**src/rtl/mult_div_pkg.sv**
```systemverilog
// Shared definitions for the iterative multiply and divide units.
// Latency: n/a (types, constants and a pure combinational helper).
// Backpressure: n/a.
package mult_div_pkg;

   // Control states shared by the multiplier and divider sequencers.
   typedef enum logic [1:0] {
      ST_IDLE = 2'd0,
      ST_BUSY = 2'd1,
      ST_DONE = 2'd2
   } state_t;

   // Radix-4 Booth iterations for a 32x32 multiply.
   localparam int MULT_STEPS = 16;

   // Radix-2 iterations for a 32-bit divide.
   localparam int DIV_STEPS = 32;

   // Booth digit selected from a 3-bit window of the multiplier.
   typedef enum logic [2:0] {
      BD_ZERO = 3'd0,
      BD_POS1 = 3'd1,
      BD_POS2 = 3'd2,
      BD_NEG1 = 3'd3,
      BD_NEG2 = 3'd4
   } booth_dig_t;

   // Window is {b[i+1], b[i], b[i-1]}; digit = -2*b[i+1] + b[i] + b[i-1].
   function automatic booth_dig_t booth_recode(input logic [2:0] win);
      booth_dig_t d;
      case (win)
         3'b001, 3'b010: d = BD_POS1;
         3'b011:         d = BD_POS2;
         3'b100:         d = BD_NEG2;
         3'b101, 3'b110: d = BD_NEG1;
         default:        d = BD_ZERO;
      endcase
      return d;
   endfunction

endpackage

```
**src/rtl/booth_pp_select.sv**
```systemverilog
// Booth partial-product select: maps a 3-bit window and multiplicand M to an addend.
// Latency: combinational, zero cycles.
// Backpressure: none; pure function of its inputs.
// Ports: bits = P[2:0] window, m = sign-extended multiplicand,
//        pp = addend (already inverted for negative digits), cin = adder carry-in.
module booth_pp_select
   import mult_div_pkg::*;
#(
   parameter int WIDTH = 32
)
(
   input  logic [2:0]       bits,
   input  logic [WIDTH+1:0] m,
   output logic [WIDTH+1:0] pp,
   output logic             cin
);

   booth_dig_t       dig;
   logic [WIDTH+1:0] m2;

   // M is sign-extended by two bits, so 2M fits without losing the sign.
   assign m2 = {m[WIDTH:0], 1'b0};

   always_comb begin
      dig = booth_recode(bits);
      pp  = '0;
      cin = 1'b0;
      case (dig)
         BD_POS1: pp = m;
         BD_POS2: pp = m2;
         // Negation is ~x here plus the +1 carried into the shared adder.
         BD_NEG1: begin pp = ~m;  cin = 1'b1; end
         BD_NEG2: begin pp = ~m2; cin = 1'b1; end
         default: begin pp = '0;  cin = 1'b0; end
      endcase
   end

endmodule

```
**src/rtl/multiplier_booth.sv**
```systemverilog
// Iterative signed radix-4 Booth multiplier: low WIDTH bits of product plus overflow flag.
// Latency: 16 cycles from the start edge to the one-cycle ready pulse.
// Backpressure: none; start is accepted in any state and aborts an operation in flight.
// Ports: clock, reset (async, active-high), start, A_in (multiplicand), B_in (multiplier),
//        out (product low bits), exp (product does not fit in WIDTH signed bits), ready.
module multiplier_booth
   import mult_div_pkg::*;
#(
   parameter int WIDTH = 32,
   parameter int STEPS = MULT_STEPS
)
(
   input  logic             clock,
   input  logic             reset,
   input  logic             start,
   input  logic [WIDTH-1:0] A_in,
   input  logic [WIDTH-1:0] B_in,
   output logic [WIDTH-1:0] out,
   output logic             exp,
   output logic             ready
);

   localparam int MW = WIDTH + 2;        // multiplicand / adder width
   localparam int PW = 2 * WIDTH + 2;    // accumulator width
   localparam int CW = $clog2(STEPS);

   state_t         state;
   state_t         state_nxt;
   logic [CW-1:0]  cnt;
   logic           last_step;
   logic [MW-1:0]  m_reg;
   logic [PW-1:0]  p_reg;
   logic [PW-1:0]  p_nxt;
   logic [MW-1:0]  pp;
   logic           pp_cin;
   logic [MW-1:0]  acc_sum;
   logic [WIDTH:0] prod_hi;
   logic           ovf;

   booth_pp_select #(.WIDTH(WIDTH)) u_pp_select (
      .bits (p_reg[2:0]),
      .m    (m_reg),
      .pp   (pp),
      .cin  (pp_cin)
   );

   // Single adder: upper accumulator half, sign-extended, plus the selected addend.
   assign acc_sum = {p_reg[PW-1], p_reg[PW-1:WIDTH+1]} + pp + MW'(pp_cin);

   // Arithmetic shift right by 2; the low bit dropped from the old P is the
   // window bit already consumed.
   assign p_nxt = {acc_sum[MW-1], acc_sum, p_reg[WIDTH:2]};

   assign last_step = (cnt == CW'(STEPS - 1));

   // Product is P[2W:1]; its top W+1 bits must be all-equal for the result to fit.
   assign prod_hi = p_nxt[2*WIDTH:WIDTH];
   assign ovf     = (|prod_hi) && !(&prod_hi);

   // State register.
   always_ff @(posedge clock or posedge reset) begin
      if (reset) state <= ST_IDLE;
      else       state <= state_nxt;
   end

   // Next-state logic; start wins in every state.
   always_comb begin
      state_nxt = state;
      if (start) begin
         state_nxt = ST_BUSY;
      end else begin
         case (state)
            ST_BUSY: if (last_step) state_nxt = ST_DONE;
            ST_DONE: state_nxt = ST_IDLE;
            default: state_nxt = state;
         endcase
      end
   end

   // Output decode.
   always_comb begin
      ready = 1'b0;
      if (state == ST_DONE) ready = 1'b1;
   end

   // Datapath: operand load, iteration, and result capture on the final step.
   always_ff @(posedge clock or posedge reset) begin
      if (reset) begin
         m_reg <= '0;
         p_reg <= '0;
         cnt   <= '0;
         out   <= '0;
         exp   <= 1'b0;
      end else if (start) begin
         m_reg <= {A_in[WIDTH-1], A_in[WIDTH-1], A_in};
         p_reg <= {{(WIDTH+1){1'b0}}, B_in, 1'b0};
         cnt   <= '0;
      end else if (state == ST_BUSY) begin
         p_reg <= p_nxt;
         cnt   <= cnt + 1'b1;
         if (last_step) begin
            out <= p_nxt[WIDTH:1];
            exp <= ovf;
         end
      end
   end

endmodule

```
**config.mk**
```make
export PLATFORM = sky130hd
export DESIGN_NAME = multiplier_booth
export DESIGN_NICKNAME = d
export VERILOG_FILES = /design/src/rtl/mult_div_pkg.sv /design/src/rtl/booth_pp_select.sv /design/src/rtl/multiplier_booth.sv
export SDC_FILE = /design/constraint.sdc
export NUM_CORES = 1
export LEC_CHECK = 0
export ABC_AREA = 1
export ABC_CLOCK_PERIOD_IN_PS = 4450
export CORE_MARGIN = 2
export CORE_UTILIZATION = 35
export DETAILED_ROUTE_END_ITERATION = 10
export PLACE_DENSITY = 0.65
export SLEW_MARGIN = 40
export SYNTH_ARGS = -nofsm -noshare
export SYNTH_HDL_FRONTEND = slang
export SYNTH_SLANG_ARGS = --single-unit
```
**constraint.sdc**
```tcl
create_clock -name clock -period 4.45 [get_ports clock]
set_input_delay 0.89 -clock clock [delete_from_list [all_inputs] [get_ports clock]]
set_output_delay 0.89 -clock clock [all_outputs]
set_load 0.005 [all_outputs]
```
== After elaboration in Yosys (flattened, before gate mapping) ==
Cells that the tools add are included.
W data, S select, Z words.

* Output and inout bits: 34
* Bits in registers: 137

* Equal/unequal tests: 14
* Reductions and logical operators: 11
* Bitwise gates (word level): 3
* Mux-type cells: 11
* Add/subtract/negate cells: 3

{| class="wikitable"
|+ Operators with widths
! kind !! number
|-
| $pmux W34 S4 || 1
|-
| $mux W66 || 2
|-
| $not A34 Y34 || 2
|-
| $add A34 B1 Y34 || 1
|-
| $add A34 B34 Y34 || 1
|-
| $reduce_and A33 Y1 || 1
|-
| $reduce_or A33 Y1 || 1
|-
| $eq A3 B2 Y1 const B || 4
|-
| $eq A3 B3 Y1 const B || 4
|-
| $pmux W3 S4 || 1
|-
| $mux W4 || 2
|-
| $eq A3 B1 Y1 const B || 2
|-
| $reduce_or A2 Y1 || 3
|-
| $add A4 B1 Y4 const B || 1
|-
| $eq A4 B4 Y1 const B || 1
|-
| $mux W2 || 2
|-
| $pmux W2 S2 || 1
|-
| $ne A3 B3 Y1 const B || 1
|-
| $reduce_and A3 Y1 || 1
|-
| $reduce_bool A3 Y1 || 1
|-
| $eq A2 B1 Y1 const B || 1
|-
| $eq A2 B2 Y1 const B || 1
|-
| $mux W1 || 2
|-
| $reduce_and A2 Y1 || 1
|-
| other kinds (4) || 4
|}

== Longest topological paths before layout ==
* Depth after elaboration: 10
* Depth in mapped cells: 27
* Gate-level depth less buffers: 26

== Hierarchy ==
Synthesis repeated with hierarchy kept, for this count alone.

* Cell total of the unflattened synthesis: 1535
* Area, all modules: 9793.1 µm²

{| class="wikitable"
|+ Modules (own cells, without submodules)
! module !! instances !! cells each !! area an instance (µm²)
|-
| multiplier_booth || 1 || 1200 || 8375.5
|-
| booth_pp_select || 1 || 335 || 1417.6
|}

== Least setup slack after synthesis ==
No wires, ideal clock.

* Kind: flip-flop to flip-flop
* Start point: reg p_reg[2]
* End point: reg exp
* Arrival time: 2.979 ns
* Data required time: 4.333 ns
* Clock period less this slack: 3.097 ns
* Stages on the path, launching flop included: 25
* Library setup time: 0.117 ns
* Setup slack: 1.353 ns
* Path buffers: 1
* Path through: dfrtp_1 > inv_1 > nand3_1 > nand2_1 > clkbuf_1 > nand2_1 > o211ai_1 > fa_1 > inv_1 > fa_1 > inv_1 > nand2_1 > nand2_1 > nand3_1 > nand2_1 > nand2_2 > nand2_2 > nand3_2 > nand3_1 > nand2_1 > nand3b_1 > nor2_1 > nand2_1 > nand3_1 > nand2_1

* Longest elaborated chain between the ends: 10
* Elaborated cells on any way between the ends: 22
* Classes of those cells: 2 x add/sub; 10 x eq/ne; 3 x mux; 7 x reduce/logical

{| class="wikitable"
|+ RTL lines
! what !! line !! RTL
|-
| from (decl) || multiplier_booth.sv:32 || <nowiki>logic [PW-1:0] p_reg;</nowiki>
|-
| from (signal assigned) || multiplier_booth.sv:96 || <nowiki>p_reg <= {{(WIDTH+1){1'b0}}, B_in, 1'b0};</nowiki>
|-
| from (signal assigned) || multiplier_booth.sv:99 || <nowiki>p_reg <= p_nxt;</nowiki>
|-
| $eq A3 B3 Y1 (tied with other cells) || mult_div_pkg.sv:31 || <nowiki>case (win)</nowiki>
|-
| $reduce_or A2 Y1 || mult_div_pkg.sv:31 ||
|-
| $pmux W3 S4 * || mult_div_pkg.sv:31 ||
|-
| $eq A3 B3 Y1 (tied with other cells) || booth_pp_select.sv:28 || <nowiki>case (dig)</nowiki>
|-
| $pmux W34 S4 / $reduce_or A2 Y1 (equally long branches) || n/a ||
|-
| $add A34 B34 Y34 / $mux W1 (equally long branches) || multiplier_booth.sv:48, booth_pp_select.sv:28 ||
|-
| $add A34 B1 Y34 * || multiplier_booth.sv:48 || <nowiki>assign acc_sum = {p_reg[PW-1], p_reg[PW-1:WIDTH+1]} + pp + MW'(pp_cin);</nowiki>
|-
| $reduce_and A33 Y1 || multiplier_booth.sv:58 || <nowiki>assign ovf = (|prod_hi) && !(&prod_hi);</nowiki>
|-
| $logic_not A1 Y1 || multiplier_booth.sv:58 ||
|-
| $logic_and A1 B1 Y1 * || multiplier_booth.sv:58 ||
|-
| to (signal assigned) || multiplier_booth.sv:103 || <nowiki>exp <= ovf;</nowiki>
|-
| to (decl) || multiplier_booth.sv:19 || <nowiki>output logic exp,</nowiki>
|}

Every way passes the cells marked *; elsewhere a longest branch is shown, timed or not.
A chain may end at the register's enable or synchronous reset.

== Worst setup path in the final report ==
Ends and elaborated chain as after synthesis.

==> flow_metrics.tcl <==
set metrics [dict create \
    fin_worst_skew_ns 0.01727 \
    post_cts_buffers 0 \
    comb_power_share 0.446 \
    critPathMaxFanout 23 \
    placed_area_sq_mm 0.01048 \
    antenna_found_initial 0 \
    coreArea_sq_mm 0.02533 \
    synth-async-reset-ratio 1.000 \
    cts_hold_buf 0 \
    timing.final.crit_share 0.8817 \
    yosysUniqueCellTypes 33 \
    synthTopCellsByArea "dfrtp_1 (37%), nand2_1 (20%), inv_1 (8.0%)" \
    outcome "complete, no violations" \
    switching_share 0.4520 \
    p_clk_frac 0.268 \
    numCtsBuffers 17 \
    dieArea_sq_mm 0.02724 \
    fmax_ghz 0.2549 \
    synth-seq-cells 136 \
    p_sw_w 0.002468 \
    synthCells 1328 \
    setup_tns_ns 0 \
    hold_viol_final 0 \
    drc 0 \
    dp_hpwl_mm 21.35 \
    nets 1518 \
    cts_tree "built" \
    routed_wl_mm 28.38 \
    syn_avg_cell_area_sq_um 6.835 \
    std_cell_rows 58 \
    final_antenna_net_count 0 \
    cts.htree.levels 4 \
    setup_viol 0 \
    clk_latency_ns 0.44 \
    start_util 0.3584 \
    n_antenna_cell 0 \
    rsz0062_at_grt "no" \
    cts-resized-gates 0 \
    critical_path_class "reg -> reg" \
    grt_pass1_wl_mm 45.29 \
    area_growth_pct 22.16 \
    io_pins 101 \
    maxSlewViolCount 0 \
    via_per_inst 5.143 \
    ys_warn_count 0 \
    finalInstanceArea_sq_mm 0.01109 \
    power.leakage_nw 5.602 \
    cp.arrival_ns 4.25 \
    fillers 2600 \
    powerDensity_mw_per_mm2 492.4 \
    worstSetupStartpointType "flop" \
    largest_reg_flops 65 \
    synth_edf_count 0 \
    drive_gt1_frac 0.05178 \
    grt_pass1_vias 8579 \
    pwr-share-seq 0.287 \
    ir_worst_vdd_mv 0.3035 \
    hold_path.class "reg -> reg" \
    synthesis.nets 1430 \
    clk_pin_slew_ns 0.07 \
    worstMarginPinSlew_ns 0.7722 \
    required_ns 4.78 \
    yosysTopAreaCellShare 0.3749 \
    root_buffer "clkbuf_16" \
    crit_path_end_kind "flop" \
    overflow 0 \
    cts.path.max_buffers 2 \
    wl_per_cell_um 16.14 \
    place_congestion 0.9597 \
    grt_start_max_net_pins 73 \
    ys_seq_area_frac 0.3749 \
    clkSinkCount 136 \
    drtIter0Drc 798 \
    port_buffers 100 \
    synth_top_area_cell "dfrtp_1" \
    track_usage 0.2145 \
    dr.pass1.iters 5 \
    num_vias 9047 \
    die_w_um 165.0 \
    synthesis.area_sq_mm 0.009077 \
    die_h_um 165.0 \
    relSlewSlack 0.4852 \
    ys.flop_type "dfrtp_1" \
    maxCapViolations 0 \
    fin_crit_ns 3.923 \
    p_int_w 0.002992 \
]
-- through the flow --
stage | util | total power [W] | hold WS (ns) | setup slack [ns] | cells
2_1_floorplan | - | 0.003261 | 0.4345 | 1.353 | 1328
3_3_place_gp | 0.4119 | 0.003938 | 0.4660 | 0.6177 | 1725
3_5_place_dp | 0.4138 | 0.003975 | 0.4760 | 0.5844 | 1727
4_1_cts | 0.4379 | 0.005459 | 0.4953 | 0.5908 | 1759
5_1_grt | 0.4379 | 0.005861 | 0.5217 | 0.3167 | 1759
6_report | 0.4379 | 0.005460 | 0.4887 | 0.5265 | 1759
-- path summary, 6_finish.rpt --
| path | endpoint | startpoint | slack (ns) | depth (start not counted) |
|---|---|---|---|---|
| setup / recovery | exp | p_reg[2] | 0.53 | 21 |
| hold / removal | out[10] | out[10] | 0.49 | 2 |
| setup reg to reg | exp | p_reg[2] | 0.53 | 21 |
| hold reg to reg | out[10] | out[10] | 0.49 | 2 |
| max in group asynchronous | m_reg[21] | reset | 2.79 | 5 |
| min in group asynchronous | m_reg[6] | reset | 0.69 | 2 |
-- final cells by class --
cell class	instances	area [sq um]	area share
flip-flops and latches	136	3403	0.3069
inverters	198	747.0	0.06736
well taps	330	412.9	0.03723
repair buffers	114	1146	0.1034
multi-input cells	949	4771	0.4302
clock buffers	17	425.4	0.03836
clock inverters	15	183.9	0.01659
-- power groups by stage --
stage / Clock (W) / Combinational, W / Sequential, W
2_1_floorplan: 0 / 0.00172 / 0.00154
3_3_place_gp: 0 / 0.00236 / 0.00158
3_5_place_dp: 0 / 0.00239 / 0.00158
4_1_cts: 0.00149 / 0.00241 / 0.00156
5_1_grt: 0.00155 / 0.00273 / 0.00158
6_report: 0.00146 / 0.00243 / 0.00157
-- worst max-delay path, stage by stage, from the launching register on --
cell      delay (ns)
dfrtp_1         0.43
inv_1           0.12
nand3_1         0.09
nand2_1         0.21
buf_4           0.31
a22oi_1         0.19
o221ai_1        0.14
ha_1            0.41
nand2_1         0.21
inv_1           0.06
nand2_1         0.06
nand2_1         0.13
a21oi_1         0.43
nand3_1         0.29
nand2_1         0.13
nand2_1         0.06
nor2_1          0.14
nand3_1         0.09
nor2_1          0.09
nand2_1         0.07
nand3_1         0.08
nand2_1         0.05
-- cells by family after synthesis --
logic type / synth area share
buffers and inverters: 0.1006
adders and majority gates: 0.04990
AOI/OAI and AO/OA: 0.1457
and+or+nand+nor: 0.3192
DFF: 0.3749
xor gates and xnor gates: 0.009649
-- cells in the final DEF (no fill, tap or decap), types with 3 or more instances in the layout --
cell / Yosys / final
nor2_1: 74 / 74
xor2_1: 8 / 8
nand2_2: 8 / 8
inv_2: 3 / 3
nand2_1: 481 / 481
nand3_1: 108 / 107
nand3b_1: 3 / 3
clkdlybuf4s50_1: 0 / 99
nor3_1: 13 / 12
a22oi_1: 30 / 30
clkinv_8: 0 / 4
nand3_2: 2 / 3
inv_1: 194 / 193
ha_1: 33 / 33
inv_6: 0 / 4
nand4_1: 8 / 8
o221ai_1: 62 / 62
buf_4: 0 / 11
inv_8: 0 / 6
dfrtp_1: 136 / 136
clkbuf_16: 0 / 17
o21ai_0: 72 / 72
nor2_2: 7 / 7
a21oi_1: 23 / 23
-- synthesized netlist by cell type (3+ instances only) --
master / instances
a21oi_1: 23
a22oi_1: 30
buf_1: 4
clkbuf_1: 40
dfrtp_1: 136
ha_1: 33
inv_1: 194
inv_2: 3
nand2_1: 481
nand2_2: 8
nand3_1: 108
nand3b_1: 3
nand4_1: 8
nor2_1: 74
nor2_2: 7
nor3_1: 13
o21ai_0: 72
o221ai_1: 62
xor2_1: 8
-- per-layer routing --
layer / GRT usage / vias up / wire (um)
met5: 0 / - / 0
met2: 0.3394 / 285 / 12790
met4: 0.05573 / 0 / 512
li1: - / 4496 / -
met3: 0.03742 / 35 / 1843
met1: 0.3031 / 4231 / 13240
Note: power is estimated with default switching activity, not from simulation.
